### config.mk
export PLATFORM = sky130hd
export DESIGN_NAME = strobe_handshake_sync
export DESIGN_NICKNAME = d
export VERILOG_FILES = /design/src/rtl/strobe_handshake_pkg.sv /design/src/rtl/strobe_handshake_sync_sync_bit.sv /design/src/rtl/strobe_handshake_sync.sv
export SDC_FILE = /design/constraint.sdc
export NUM_CORES = 1
export LEC_CHECK = 0
export CAP_MARGIN = 20
export CORE_AREA = 2 2 39 41
export CTS_CLUSTER_SIZE = 40
export DETAILED_ROUTE_END_ITERATION = 16
export DIE_AREA = 0 0 41 43
export GPL_TIMING_DRIVEN = 1
export PLACE_DENSITY = 0.49
export SYNTH_ARGS = -nofsm -noshare
export SYNTH_HDL_FRONTEND = slang
export SYNTH_SLANG_ARGS = --single-unit
### constraint.sdc
create_clock -name clk -period 1.2 [get_ports clk]
set_input_delay 0.24 -clock clk [delete_from_list [all_inputs] [get_ports clk]]
set_output_delay 0.24 -clock clk [all_outputs]
set_load 0.005 [all_outputs]
### src/rtl/strobe_handshake_pkg.sv
// Shared constants and types for the toggle-based strobe handshake.
// The synchronizer vector is sized for the deepest legal chain; shallower chains mask the upper bits.
package strobe_handshake_pkg;

  localparam int unsigned DEFAULT_SYNC_STAGES = 2;
  localparam int unsigned MAX_SYNC_STAGES     = 4;

  typedef logic [MAX_SYNC_STAGES-1:0] sync_vec_t;

  // Bits [stages-1:0] set: the live part of a synchronizer vector.
  function automatic sync_vec_t stage_mask(input int unsigned stages);
    sync_vec_t m;
    m = '0;
    for (int unsigned i = 0; i < MAX_SYNC_STAGES; i++) begin
      if (i < stages) m[i] = 1'b1;
    end
    return m;
  endfunction

endpackage

### src/rtl/strobe_handshake_sync_sync_bit.sv
// Single-bit synchronizer chain of SYNC_STAGES flops with asynchronous active-high reset.
// q is the last stage; it follows d after SYNC_STAGES rising edges.
module sync_bit
  import strobe_handshake_pkg::*;
#(
  parameter int unsigned SYNC_STAGES = DEFAULT_SYNC_STAGES
) (
  input  logic clk,
  input  logic reset,
  input  logic d,
  output logic q
);

  sync_vec_t chain;

  // Unused upper stages are forced to zero so a shorter chain behaves exactly as its own width.
  always_ff @(posedge clk or posedge reset) begin
    if (reset) begin
      chain <= '0;
    end else begin
      chain <= ((chain << 1) | sync_vec_t'(d)) & stage_mask(SYNC_STAGES);
    end
  end

  assign q = chain[SYNC_STAGES-1];

endmodule

### src/rtl/strobe_handshake_sync.sv
// Toggle-based strobe handshake: source strobe -> request toggle -> sync -> dest strobe,
// with an acknowledge toggle synchronized back to release the source stall.
module strobe_handshake_sync
  import strobe_handshake_pkg::*;
#(
  parameter int unsigned SYNC_STAGES = DEFAULT_SYNC_STAGES
) (
  input  logic clk,
  input  logic reset,
  input  logic source_strobe,
  output logic source_stall,
  input  logic dest_stall,
  output logic dest_strobe,
  output logic source_overrun
);

  logic req_tgl;
  logic req_last;
  logic req_seen;
  logic ack_tgl;
  logic ack_last;
  logic accept;
  logic pending;

  assign accept  = source_strobe & ~source_stall;
  assign pending = req_last ^ req_seen;

  sync_bit #(.SYNC_STAGES(SYNC_STAGES)) u_req_sync (
    .clk   (clk),
    .reset (reset),
    .d     (req_tgl),
    .q     (req_last)
  );

  sync_bit #(.SYNC_STAGES(SYNC_STAGES)) u_ack_sync (
    .clk   (clk),
    .reset (reset),
    .d     (ack_tgl),
    .q     (ack_last)
  );

  // Source side: the stall drops once the returned acknowledge matches the request toggle.
  always_ff @(posedge clk or posedge reset) begin
    if (reset) begin
      req_tgl        <= 1'b0;
      source_stall   <= 1'b0;
      source_overrun <= 1'b0;
    end else begin
      if (accept) begin
        req_tgl      <= ~req_tgl;
        source_stall <= 1'b1;
      end else if (source_stall && (ack_last == req_tgl)) begin
        source_stall <= 1'b0;
      end
      if (source_strobe && source_stall) begin
        source_overrun <= 1'b1;
      end
    end
  end

  // Destination side: a pending request waits here for as long as dest_stall holds it off.
  always_ff @(posedge clk or posedge reset) begin
    if (reset) begin
      req_seen    <= 1'b0;
      ack_tgl     <= 1'b0;
      dest_strobe <= 1'b0;
    end else begin
      dest_strobe <= 1'b0;
      if (pending && !dest_stall) begin
        dest_strobe <= 1'b1;
        req_seen    <= req_last;
        ack_tgl     <= ~ack_tgl;
      end
    end
  end

endmodule

Word level (Yosys, flattened, before mapping)
Cells that the tools add are included.
{"block": "totals", "ff_bits": 10, "output_inout_bits": 3, "word_cells": 24}
{"block": "op_classes", "n_bitwise": 7, "eq_ne": 1, "n_reduce_logical": 5, "n_mux": 3}
{"operator": "OR 2 x 1 -> 2 bit", "n": 2}
{"operator": "logical AND 1 bit", "n": 3}
{"operator": "two-way mux 1 bit", "n": 3}
{"operator": "inverter 1 bit", "n": 3}
{"operator": "nonzero test 2 bit", "n": 1}
{"operator": "bitwise AND 1 bit", "n": 1}
{"operator": "== test 1 bit", "n": 1}
{"operator": "logical NOT 1 bit", "n": 1}
{"operator": "bitwise XOR 1 bit", "n": 1}

Depth between registers and ports, before layout
{"block": "depth", "word_depth": 4, "mapped_depth": 3, "depth_no_buf": 3}

By module
A second synthesis with hierarchy kept.
{"block": "hier_totals", "hier_cells": 23, "hier_area_um2": 335.3}
{"mod": "strobe_handshake_sync", "area_each_um2": 227.7, "seq_area_each_um2": 150.1, "n_inst": 1, "cells_per_inst": 17}
{"mod": "sync_bit", "area_each_um2": 53.8, "seq_area_each_um2": 50.0, "n_inst": 2, "cells_per_inst": 3}

Least setup slack after synthesis
OpenSTA, ideal clock, no wires.
{"block": "synth_timing", "path_type": "reg2reg", "start": "reg req_seen", "end": "reg ack_tgl", "slack_ns": 0.356, "arrival_time_ns": 0.719, "path_buffers": 0, "setup_time_ns": 0.125, "path_stages_with_launch": 4, "cell_sequence": "dfrtp_1 > xnor2_1 > nor2_2 > xor2_1"}
{"block": "synth_between", "elab_chain_len": 2}
{"element": "from (decl)", "line_no": "strobe_handshake_sync.sv:19", "source": "logic req_seen;"}
{"element": "from (signal assigned)", "line_no": "strobe_handshake_sync.sv:71", "source": "req_seen <= req_last;"}
{"element": "bitwise XOR 1 bit", "line_no": "strobe_handshake_sync.sv:26", "source": "assign pending = req_last ^ req_seen;"}
{"element": "logical AND 1 bit", "line_no": "strobe_handshake_sync.sv:69", "source": "if (pending && !dest_stall) begin"}
{"element": "to (signal assigned)", "line_no": "strobe_handshake_sync.sv:72", "source": "ack_tgl <= ~ack_tgl;"}
{"element": "to (decl)", "line_no": "strobe_handshake_sync.sv:20", "source": "logic ack_tgl;"}
No other way between the ends.
A chain may end at the register's enable or synchronous reset.

Worst setup path in the final report
{"block": "layout_timing", "start": "reg source_overrun", "end": "out source_overrun"}
{"element": "from (decl)", "line_no": "strobe_handshake_sync.sv:14", "source": "output logic source_overrun"}
{"element": "from (signal assigned)", "line_no": "strobe_handshake_sync.sv:47", "source": "source_overrun <= 1'b0;"}
{"element": "from (signal assigned)", "line_no": "strobe_handshake_sync.sv:56", "source": "source_overrun <= 1'b1;"}
No word-level cell between the ends.

==> results <==
==> how the worst min path moves through the flow <==
stage,slack (ns),to,cells after the start,from
after global placement,0.34,u_ack_sync.chain[1]$_DFF_PP0_,0,u_ack_sync.chain[0]$_DFF_PP0_
after global routing,0.31,u_req_sync.chain[1]$_DFF_PP0_,2,reset
final,0.25,source_stall$_DFFE_PP0P_,2,reset
after floorplan,0.08,ack_tgl$_DFFE_PP0P_,1,reset
after detailed placement,0.34,u_ack_sync.chain[1]$_DFF_PP0_,0,u_ack_sync.chain[0]$_DFF_PP0_
after CTS,0.26,u_req_sync.chain[1]$_DFF_PP0_,2,reset
==> layout make-up <==
cell class,instances,share of cell area (%)
flip-flops and latches,10,55.7
repair buffers,7,14.5
multi-input cells,10,16.4
well taps,16,4.46
clock buffers,4,8.08
inverters,1,0.836
==> state kept, by name, summed over array words and instances (netlist names) <==
register and cells:
u_req_sync.chain 2, req_seen 1, ack_tgl 1, req_tgl 1, source_overrun 1, u_ack_sync.chain 2, dest_strobe 1, source_stall 1
==> report_power, final <==
group          switching [W]  internal [W]
Clock               0.000110      0.000184
Sequential         0.0000875      0.000492
Combinational      0.0000974      0.000141
Total               0.000295      0.000817
==> layer usage <==
layer / wire length (um) / up-vias / GRT usage [%]
met4: 8 / 0 / 10.0
met2: 235 / 4 / 9.06
li1: - / 90 / -
met5: 0 / - / 0
met3: 30 / 2 / 3.14
met1: 191 / 88 / 8.08
==> timing repair <==
action                     4_1_cts  5_1_grt
hold buffers                     0        0
gates resized for setup          3        1
setup endpoints to repair        3        1
setup buffers                    0        0
==> per-stage QoR <==
stage                     utilization, %  worst slack (ns)  instances  cell area (um2)  total power, W
after floorplan                        -             0.356         21              328        0.000730
after global routing                32.5            0.0270         48              449         0.00119
after global placement              30.0            0.0301         44              415        0.000834
after detailed placement            30.0           0.00833         44              415        0.000846
after CTS                           32.4           0.00482         48              448         0.00113
final                               32.5            0.0674         48              449         0.00111
==> layout by cell type, fill, tap and decap left out <==
cell / instances
clkdlybuf4s50_1: 3
clkbuf_8: 1
a21o_1: 1
inv_1: 1
xor2_1: 2
dfrtp_1: 10
nand2b_1: 1
nor2_2: 1
clkdlybuf4s15_1: 1
nand2_1: 2
buf_4: 1
mux2_2: 1
xnor2_1: 2
clkbuf_4: 3
dlygate4sd2_1: 2
==> kinds of logic after synthesis <==
family | synth area share [%]
AOI/OAI and AO/OA | 2.29
xor gates and xnor gates | 10.7
buffers and inverters | 1.14
DFF | 76.3
muxes | 3.43
and+or+nand+nor | 6.11
==> out/results.ini <==
[synth]
synth_seq_cells=10
ys_seq_area_share_pct=76.3
ys_types=9
synth_area_leaders=dfrtp_1 (76%), xnor2_1 (5.3%), xor2_1 (5.3%)
synth_ff_type=dfrtp_1
async_flop_share_pct=100
synth.top_cell.area_share_pct=76.3
synth_common_cells=dfrtp_1 (10), nand2_1 (2), xnor2_1 (2), xor2_1 (2)
synth.most_common_cell=dfrtp_1
ys.warnings.count=0
syn_inst=21
synth_top_cell_by_area=dfrtp_1
postSynthAreaPerCell_um2=15.6
syn_area_um2=328
synth_edf_count=0
syn_nets=25

[power]
p_leak_nw=0.203
peakVddDrop_v=0.000651
p_per_area_nw_per_um2=2470

[global_routing]
grt_first_pass_wirelength_um=779
grt_max_degree=11
grtUsageTotal_pct=7.54
overflow=0
antenna_found_initial=0
grt_pass1_vias=192

[outcome]
status=finished, final reports clean

[timing]
whs_ns=0.250
fmax_ghz=0.883
min_period_ns=1.13
clock_skew_ns=0.000349
max_slew_margin_pct=75.7
rsz0062_at_grt=no
post-route-period-util_pct=94.4
setup_viol=0
hold_viol_final=0
finalSetupTns_ns=0
drv_slew=0
tightest_slew_ns=0.364

[floorplan]
initial_core_util_pct=23.7
ios=7
die_area_um2=1760
num_rows=14
die_h_um=43
core-area_um2=1380
die_x_um=41

[setup_path]
r2r_setup_slack_ns=0.30
critPathMaxFanout=2
crit_path_start=source_overrun$_DFFE_PP0P_
endpoint=source_overrun
path_delay_family=flip-flops
reg2regPathDepth=3
cp-end-kind=primary output
r2r_end=ack_tgl$_DFFE_PP0P_
cp_slowest_cell=dfrtp_1
crit_chain=dlygate4sd2_1
slowest_delay_ns=0.37
worstSetupPathType=reg -> out
path_depth=1
cp.required_ns=0.96
worst-path-buf-inv=1
crit_arrival_ns=0.89
startpoint_type=register
timing.rr.start=req_seen$_DFFE_PP0P_

[layout]
area_delta_synth_final_pct=37.0
drive_above_1_share_pct=21.9
area.sequential_um2=250
fillers=143
nets=37
multi_input_area_um2=73.8
n_antenna_cell=0

[routing]
viasPerCell=3.83
remaining_drc_errors=0
wl_um=466
drt_iter0_drc=4
num_vias=184
postRouteAntennaNets=0
post_drt_wl_per_cell_um=9.71
firstDrtPassIters=2

[clock_tree]
cts_tree=built
cts_root_buffer=clkbuf_4
htree_levels=1
clkTransAtPathRegs_ns=0.06
cts.path.max_buffers=2
numCtsBuffers=3
clkLatencyLatePin_ns=0.26
cts_sinks=10

[hold_path]
hold_path.class=in -> async

[run]
drv_cap=0

[placement]
port_buffers=6
globalplace.congestion=0.620

Note: power is estimated with default switching activity, not from simulation.
